==> src/rtl/xif_copro_pkg.sv <==
// Shared definitions for the CORE-V-XIF coprocessor responder.
//   OPCODE_CUSTOM0 / FUNCT7_COPRO : fixed instruction fields decoded by the responder
//   copro_op_e                    : funct3 operation encoding
//   copro_state_e                 : responder FSM states
//   MUL_CYCLES                    : EXEC length of the iterative multiplier
//   op_supported()                : funct3 legality, with or without the multiplier
package xif_copro_pkg;

   localparam logic [6:0] OPCODE_CUSTOM0 = 7'b0001011;
   localparam logic [6:0] FUNCT7_COPRO   = 7'b0000000;
   localparam int         MUL_CYCLES     = 32;

   typedef enum logic [2:0] {
      OP_CADD     = 3'b000,
      OP_CSUB     = 3'b001,
      OP_CMUL     = 3'b010,
      OP_CMAX     = 3'b011,
      OP_CMIN     = 3'b100,
      OP_CABSDIFF = 3'b101
   } copro_op_e;

   typedef enum logic [1:0] {
      ST_IDLE,
      ST_WAIT_COMMIT,
      ST_EXEC,
      ST_RESULT
   } copro_state_e;

   function automatic logic op_supported(input logic [2:0] funct3, input logic mul_en);
      logic ok;
      case (funct3)
         3'b000, 3'b001, 3'b011, 3'b100, 3'b101: ok = 1'b1;
         3'b010:                                 ok = mul_en;
         default:                                ok = 1'b0;
      endcase
      return ok;
   endfunction

endpackage

==> src/rtl/xif_copro_mul.sv <==
// Iterative radix-2 shift-add multiplier, low WIDTH bits of a*b.
//   clk_i, rst_i : clock, asynchronous active-high reset
//   start_i      : one-cycle pulse, loads a_i/b_i and consumes multiplier bit 0
//   a_i, b_i     : operands
//   done_o       : high in the last of MUL_CYCLES cycles after start; product_o valid
//   product_o    : accumulated product
module xif_copro_mul
   import xif_copro_pkg::*;
#(
   parameter int WIDTH = 32
) (
   input  logic             clk_i,
   input  logic             rst_i,
   input  logic             start_i,
   input  logic [WIDTH-1:0] a_i,
   input  logic [WIDTH-1:0] b_i,
   output logic             done_o,
   output logic [WIDTH-1:0] product_o
);

   localparam int            CW       = $clog2(MUL_CYCLES);
   localparam logic [CW-1:0] CNT_LAST = CW'(MUL_CYCLES - 1);

   logic [WIDTH-1:0] acc_q, mcand_q, mplier_q;
   logic [CW-1:0]    cnt_q;
   logic             running_q;

   // The start cycle already folds in bit 0, so the remaining 31 bits take
   // 31 more cycles and the product is ready in the 32nd cycle after start.
   always_ff @(posedge clk_i or posedge rst_i) begin
      if (rst_i) begin
         acc_q     <= '0;
         mcand_q   <= '0;
         mplier_q  <= '0;
         cnt_q     <= '0;
         running_q <= 1'b0;
      end else if (start_i) begin
         acc_q     <= b_i[0] ? a_i : '0;
         mcand_q   <= a_i << 1;
         mplier_q  <= b_i >> 1;
         cnt_q     <= CNT_LAST;
         running_q <= 1'b1;
      end else if (running_q) begin
         if (cnt_q != '0) begin
            acc_q    <= acc_q + (mplier_q[0] ? mcand_q : '0);
            mcand_q  <= mcand_q << 1;
            mplier_q <= mplier_q >> 1;
            cnt_q    <= cnt_q - 1'b1;
         end else begin
            running_q <= 1'b0;
         end
      end
   end

   assign done_o    = running_q && (cnt_q == '0);
   assign product_o = acc_q;

endmodule

==> src/rtl/xif_copro_responder.sv <==
// Coprocessor-side CORE-V-XIF responder: decodes custom-0 R-type ops, holds one
// instruction in flight, waits for commit/kill, executes and returns a writeback.
// Build option: define XIF_COPRO_MUL_EN to accept CMUL (funct3 010) and
// instantiate the 32-cycle iterative multiplier; otherwise CMUL is rejected.
//   clk_i, rst_i                      : clock, asynchronous active-high reset
//   issue_*                           : issue request / accept response
//   commit_valid_i/id_i/kill_i        : commit or kill of an in-flight id
//   result_*                          : register writeback with valid/ready
//   busy_o                            : instruction in flight
//
// state          | meaning
// ST_IDLE        | ready for a new issue
// ST_WAIT_COMMIT | accepted, waiting for commit or kill of id_q
// ST_EXEC        | executing (1 cycle, or until the multiplier is done)
// ST_RESULT      | result offered, waiting for result_ready_i
module xif_copro_responder
   import xif_copro_pkg::*;
#(
   parameter int X_ID_WIDTH  = 4,
   parameter int X_NUM_RS    = 2,
   parameter int X_RFR_WIDTH = 32
) (
   input  logic                            clk_i,
   input  logic                            rst_i,
   input  logic                            issue_valid_i,
   output logic                            issue_ready_o,
   input  logic [31:0]                     issue_instr_i,
   input  logic [X_ID_WIDTH-1:0]           issue_id_i,
   input  logic [X_NUM_RS*X_RFR_WIDTH-1:0] issue_rs_i,
   input  logic [X_NUM_RS-1:0]             issue_rs_valid_i,
   output logic                            issue_accept_o,
   output logic                            issue_writeback_o,
   input  logic                            commit_valid_i,
   input  logic [X_ID_WIDTH-1:0]           commit_id_i,
   input  logic                            commit_kill_i,
   output logic                            result_valid_o,
   input  logic                            result_ready_i,
   output logic [X_ID_WIDTH-1:0]           result_id_o,
   output logic [X_RFR_WIDTH-1:0]          result_data_o,
   output logic [4:0]                      result_rd_o,
   output logic                            result_we_o,
   output logic                            busy_o
);

`ifdef XIF_COPRO_MUL_EN
   localparam logic MUL_EN = 1'b1;
`else
   localparam logic MUL_EN = 1'b0;
`endif

   copro_state_e           state_q, state_d;
   copro_op_e              op_q;
   logic [X_ID_WIDTH-1:0]  id_q;
   logic [4:0]             rd_q;
   logic [X_RFR_WIDTH-1:0] rs1_q, rs2_q;
   logic                   load_op, load_result;

   logic [X_RFR_WIDTH-1:0] rs1, rs2, alu_result, exec_result, mul_product;
   logic [2:0]             funct3;
   logic                   decode_ok, hs, commit_hit_new, commit_hit_q, mul_done;

   assign rs1    = issue_rs_i[X_RFR_WIDTH-1:0];
   assign rs2    = issue_rs_i[2*X_RFR_WIDTH-1:X_RFR_WIDTH];
   assign funct3 = issue_instr_i[14:12];

   assign decode_ok = (issue_instr_i[6:0] == OPCODE_CUSTOM0) &&
                      (issue_instr_i[31:25] == FUNCT7_COPRO) &&
                      op_supported(funct3, MUL_EN);

   assign issue_accept_o    = issue_valid_i && decode_ok && (issue_rs_valid_i[1:0] == 2'b11);
   assign issue_writeback_o = issue_accept_o;
   assign issue_ready_o     = (state_q == ST_IDLE);
   assign result_valid_o    = (state_q == ST_RESULT);
   assign busy_o            = (state_q != ST_IDLE);

   assign hs             = issue_ready_o && issue_accept_o;
   assign commit_hit_new = commit_valid_i && (commit_id_i == issue_id_i);
   assign commit_hit_q   = commit_valid_i && (commit_id_i == id_q);

   // Register-file source fields are implied by the operands and never used.
   logic unused_instr;
   assign unused_instr = ^issue_instr_i[24:15];

   if (X_NUM_RS > 2) begin : g_extra_rs
      logic unused_rs;
      assign unused_rs = ^{issue_rs_i[X_NUM_RS*X_RFR_WIDTH-1:2*X_RFR_WIDTH],
                           issue_rs_valid_i[X_NUM_RS-1:2]};
   end

`ifdef XIF_COPRO_MUL_EN
   logic                   mul_start;
   logic [X_RFR_WIDTH-1:0] mul_a, mul_b;

   // A commit in the issue cycle starts the multiplier before the operands are
   // latched, so it takes them straight from the issue bus.
   assign mul_start = (state_q == ST_IDLE && hs && commit_hit_new && !commit_kill_i &&
                       funct3 == OP_CMUL) ||
                      (state_q == ST_WAIT_COMMIT && commit_hit_q && !commit_kill_i &&
                       op_q == OP_CMUL);
   assign mul_a = (state_q == ST_IDLE) ? rs1 : rs1_q;
   assign mul_b = (state_q == ST_IDLE) ? rs2 : rs2_q;

   xif_copro_mul #(.WIDTH(X_RFR_WIDTH)) u_mul (
      .clk_i     (clk_i),
      .rst_i     (rst_i),
      .start_i   (mul_start),
      .a_i       (mul_a),
      .b_i       (mul_b),
      .done_o    (mul_done),
      .product_o (mul_product)
   );
`else
   assign mul_done    = 1'b0;
   assign mul_product = '0;
`endif

   always_comb begin
      alu_result = '0;
      case (op_q)
         OP_CADD:     alu_result = rs1_q + rs2_q;
         OP_CSUB:     alu_result = rs1_q - rs2_q;
         OP_CMAX:     alu_result = ($signed(rs1_q) > $signed(rs2_q)) ? rs1_q : rs2_q;
         OP_CMIN:     alu_result = ($signed(rs1_q) < $signed(rs2_q)) ? rs1_q : rs2_q;
         OP_CABSDIFF: alu_result = (rs1_q > rs2_q) ? (rs1_q - rs2_q) : (rs2_q - rs1_q);
         default:     alu_result = '0;
      endcase
   end

   assign exec_result = (op_q == OP_CMUL) ? mul_product : alu_result;

   always_comb begin
      state_d     = state_q;
      load_op     = 1'b0;
      load_result = 1'b0;
      case (state_q)
         ST_IDLE: begin
            if (hs) begin
               load_op = 1'b1;
               if (commit_hit_new) state_d = commit_kill_i ? ST_IDLE : ST_EXEC;
               else                state_d = ST_WAIT_COMMIT;
            end
         end
         ST_WAIT_COMMIT: begin
            if (commit_hit_q) state_d = commit_kill_i ? ST_IDLE : ST_EXEC;
         end
         ST_EXEC: begin
            if (op_q != OP_CMUL || mul_done) begin
               load_result = 1'b1;
               state_d     = ST_RESULT;
            end
         end
         ST_RESULT: begin
            if (result_ready_i) state_d = ST_IDLE;
         end
         default: state_d = ST_IDLE;
      endcase
   end

   always_ff @(posedge clk_i or posedge rst_i) begin
      if (rst_i) begin
         state_q       <= ST_IDLE;
         op_q          <= OP_CADD;
         id_q          <= '0;
         rd_q          <= '0;
         rs1_q         <= '0;
         rs2_q         <= '0;
         result_id_o   <= '0;
         result_data_o <= '0;
         result_rd_o   <= '0;
         result_we_o   <= 1'b0;
      end else begin
         state_q <= state_d;
         if (load_op) begin
            op_q  <= copro_op_e'(funct3);
            id_q  <= issue_id_i;
            rd_q  <= issue_instr_i[11:7];
            rs1_q <= rs1;
            rs2_q <= rs2;
         end
         if (load_result) begin
            result_id_o   <= id_q;
            result_data_o <= exec_result;
            result_rd_o   <= rd_q;
            result_we_o   <= 1'b1;
         end
      end
   end

endmodule

==> config.mk <==
export PLATFORM = sky130hd
export DESIGN_NAME = xif_copro_responder
export DESIGN_NICKNAME = d
export VERILOG_FILES = /design/src/rtl/xif_copro_pkg.sv /design/src/rtl/xif_copro_mul.sv /design/src/rtl/xif_copro_responder.sv
export SDC_FILE = /design/constraint.sdc
export NUM_CORES = 1
export LEC_CHECK = 0
export ABC_CLOCK_PERIOD_IN_PS = 4800
export BUFFER_PORTS_ARGS = -buffer_cell sky130_fd_sc_hd__buf_4
export CORE_UTILIZATION = 59
export DETAILED_ROUTE_END_ITERATION = 8
export PLACE_DENSITY = 0.9
export SYNTH_ARGS = -nofsm -noshare
export SYNTH_HDL_FRONTEND = slang
export SYNTH_HIERARCHICAL = 1
export SYNTH_SLANG_ARGS = --single-unit
export TNS_END_PERCENT = 20
==> constraint.sdc <==
create_clock -name clk_i -period 4.8 [get_ports clk_i]
set_input_delay 0.24 -clock clk_i [delete_from_list [all_inputs] [get_ports clk_i]]
set_output_delay 0.24 -clock clk_i [all_outputs]
set_load 0.03 [all_outputs]
==> metrics.yaml <==
run_status:
  status: "finished with violations"
  failed_checks: "design-rule violations, negative hold slack"
detailed_routing:
  wl_microns: 37100
  drt_iter0_drc: 1437
  drtAntennaViolNets: 0
  remaining_design_rule_violation_count: 9
  wl_per_cell_microns: 22.4
  drt_pre_antenna_iters: 9
  post_drt_via_cell_ratio: 6.69
  via_count: 11100
final_layout:
  num_antenna_cells: 0
  layout.area.seq_sq_um: 3000
  post_route_cells_drive_above_1_share: 0.224
  number_of_inserted_filler_cells_in_the_final_layout: 1421
  nets: 1622
  layout-area-overhead-vs-synth_pct: 16.5
  multi_input_area_sq_um: 7370
  instances_no_fill: 1655
yosys:
  synth_edf_count: 0
  netlist_instances: 1293
  post_synth_and_or_nand_nor_area_fraction: 0.122
  ys_ff_latch: 120
  synth_compound_area_frac: 0.274
  ys_warn_count: 6
  muxShareOfSynthArea: 0.110
  syn_area_per_cell_sq_um: 8.59
  synth_largest_area_cell: "sky130_fd_sc_hd__dfrtp_1"
  post_synthesis_async_set_or_reset_flop_share: 1.00
  synth_top_family_by_area: "compound AO/OA/AOI/OAI gates"
  ys_top_cells_by_area: "sky130_fd_sc_hd__dfrtp_1, sky130_fd_sc_hd__ha_1, sky130_fd_sc_hd__mux2_2"
  yosys_cell_types: 80
  synth_flop_cell: "sky130_fd_sc_hd__dfrtp_1"
  netlist_area_sq_um: 11100
  ys_top_cells_by_count: "sky130_fd_sc_hd__a21oi_1, sky130_fd_sc_hd__dfrtp_1, sky130_fd_sc_hd__inv_1"
  synth_xor_xnor_area_share: 0.0457
  adder_cell_area_share_of_the_yosys_netlist: 0.111
  mappedNetlistNets: 1502
  synth_top_cell_area_share: 0.270
  most_numerous_cell_in_the_yosys_netlist: "sky130_fd_sc_hd__a21oi_1"
  seq_area_frac_synth: 0.270
clocking:
  cts.repair.resized: 0
  setup_fix_bufs_post_cts: 0
  cts_root_buffer: "sky130_fd_sc_hd__clkbuf_16"
  cts-htree-levels: 4
  clk_sink_count: 120
  clkLatencyLatePin_ns: 0.44
  tritoncts: "built"
  cts_inserted_buffers: 17
  clk_transition_reported_paths_ns: 0.07
  clk_path_buf_depth: 2
worst_setup_path:
  criticalPathCategory: "reg2reg"
  worst-path-max-fanout: 35
  arrival_ns: 4.51
  timing.rr.start: "rs1_q[15]$_DFFE_PP0P_"
  cp-start-kind: "flop"
  timing.critical_path.required_ns: 5.12
  critPathCaptureType: "flop"
  setup.worst_path.start: "rs1_q[15]$_DFFE_PP0P_"
die:
  initial_util: 0.610
  die_height_microns: 139
  dieWidth_microns: 139
  rows: 49
  top_level_ports: 159
  dieArea_sq_um: 19400
  core_area_sq_um: 18200
global_route:
  met3_usage: 0.0722
  use_met1: 0.504
  global_route.usage.met2: 0.634
  grt.total_usage: 0.386
  grt_antenna_before_repair: 0
  grt_max_degree: 77
  overflow: 0
  vias_in_the_first_global_route: 10800
  busiest_metal_layer_after_global_routing: "met2"
  grt_pass1_wl_microns: 58400
pwr:
  combinationalPowerShare: 0.155
  net-switching-power_uw: 899
  power_report.internal_total_mw: 1.85
  vdd.ir_drop.worst_mv: 0.327
  p_sw_frac: 0.327
  p_seq_frac: 0.377
  power.clock.fraction: 0.469
  power.static_leakage_nw: 6.28
  total_power_per_unit_cell_area_nw_per_um2: 212
sta:
  holdWs_ns: -0.0326
  setup_viol: 0
  slew_viol_final: 0
  timing.max_slew.rel_slack: 0.287
  rsz_0062_raised_after_global_routing: "false"
  hold_viol: 25
  final.setup.tns_ns: 0
  fin_crit_sh: 0.874
  worstMarginPinSlew_ns: 1.07
  final_period_minus_worst_setup_slack_ns: 4.19
  worst_case_clock_skew_ns: 0.0140
  fmax_mhz: 238
placed_design:
  number_of_buffer_cells_added_on_primary_ports: 148
  placed_cells_incl_taps: 1622
  detailed_placement_hpwl_microns: 26800
  globalplace.congestion: 1.02
run:
  cap_violations: 0
hold_path:
  class_of_the_worst_hold_path: "in2async"
==> what timing repair did <==
item                                   4_1_cts  5_1_grt
endpoints found under the hold margin        1        0
setup endpoints to repair                    0        0
hold buffers                                 1        0
==> registers in the layout, indices dropped and copies added (netlist names) <==
signal / count
rs1_q: 32
id_q: 4
state_q: 2
result_id_o: 4
result_we_o: 1
rd_q: 5
result_rd_o: 5
rs2_q: 32
op_q: 3
result_data_o: 32
==> per-stage QoR <==
step,setup slack (ns),utilization,power [mW],area (sq um)
CTS,0.744,0.711,2.74,12900
global route,0.398,0.711,2.82,12900
detailed placement,0.785,0.678,1.46,12300
finish,0.607,0.711,2.75,12900
floorplan,1.37,-,1.27,11100
global placement,0.832,0.678,1.45,12300
==> layout by cell type, fill, tap and decap left out, types with 11 or more instances in the layout <==
cell,n
sky130_fd_sc_hd__nand3_1,12
sky130_fd_sc_hd__xnor2_1,48
sky130_fd_sc_hd__clkbuf_16,17
sky130_fd_sc_hd__nand2_1,75
sky130_fd_sc_hd__nor2_1,94
sky130_fd_sc_hd__dfrtp_1,120
sky130_fd_sc_hd__nand2b_1,11
sky130_fd_sc_hd__a31oi_1,16
sky130_fd_sc_hd__o221ai_1,14
sky130_fd_sc_hd__o21ai_0,65
sky130_fd_sc_hd__nor2b_1,11
sky130_fd_sc_hd__o21bai_1,18
sky130_fd_sc_hd__buf_4,170
sky130_fd_sc_hd__o31ai_1,11
sky130_fd_sc_hd__o22ai_1,18
sky130_fd_sc_hd__nor3_1,29
sky130_fd_sc_hd__ha_1,94
sky130_fd_sc_hd__a21o_1,30
sky130_fd_sc_hd__inv_1,98
sky130_fd_sc_hd__a221oi_1,13
sky130_fd_sc_hd__a22o_1,14
sky130_fd_sc_hd__mux2i_1,25
sky130_fd_sc_hd__nand4_1,12
sky130_fd_sc_hd__mux2_2,86
sky130_fd_sc_hd__a21oi_1,135
==> layout make-up <==
| type | instances | share of cell area |
|---|---|---|
| multi-input cells | 1000 | 0.570 |
| flip-flops and latches | 120 | 0.232 |
| repair buffers | 172 | 0.101 |
| clock buffers | 17 | 0.0329 |
| inverters | 102 | 0.0298 |
| well taps | 229 | 0.0221 |
| clock inverters | 15 | 0.0123 |
==> power groups by stage <==
stage	Clock [mW]	Sequential, mW	Combinational (mW)
6_report	1.29	1.03	0.425
5_1_grt	1.34	1.04	0.449
4_1_cts	1.29	1.03	0.418
3_5_place_dp	0	1.05	0.411
3_3_place_gp	0	1.05	0.400
2_1_floorplan	0	1.05	0.216
==> metal layers <==
layer  wire length, microns  vias up
met3                   3610       96
met1                  15100     5311
met2                  17200      690
met5                      0        -
met4                   1170        0
li1                       -     4976
==> kinds of logic (layout without fill, tap and decap cells) <==
logic type	count (synthesis)	after routing
xor+xnor	58	58
fa+ha+maj	97	97
mux	111	111
buf+inv	173	306
simple gates	287	287
flops	120	120
compound gates	447	447
==> final timing paths <==
kind                                                 end  slack [ns]  cells past startpoint
min                                  rd_q[2]$_DFFE_PP0P_       -0.03                      2
min reg2reg                      result_we_o$_DFFE_PP0P_        0.48                      1
max in group asynchronous  result_data_o[15]$_DFFE_PP0P_        3.63                      3
max reg2reg                result_data_o[19]$_DFFE_PP0P_        0.61                     13
max                        result_data_o[19]$_DFFE_PP0P_        0.61                     13
min in group clk_i                   rd_q[2]$_DFFE_PP0P_        0.03                      2
==> worst max-delay path, stage by stage (launching register included) <==
cell and delay [ns]:
sky130_fd_sc_hd__dfrtp_1 0.44, sky130_fd_sc_hd__inv_1 0.07, sky130_fd_sc_hd__ha_1 0.58, sky130_fd_sc_hd__inv_1 0.18, sky130_fd_sc_hd__o31ai_1 0.52, sky130_fd_sc_hd__nor2_1 0.20, sky130_fd_sc_hd__a211oi_4 0.38, sky130_fd_sc_hd__nor2_2 0.09
sky130_fd_sc_hd__buf_4 0.30, sky130_fd_sc_hd__a22o_1 0.36, sky130_fd_sc_hd__buf_12 0.18, sky130_fd_sc_hd__a222oi_1 0.36, sky130_fd_sc_hd__o211ai_1 0.16, sky130_fd_sc_hd__a22o_1 0.24
Note: power is estimated with default switching activity, not from simulation.
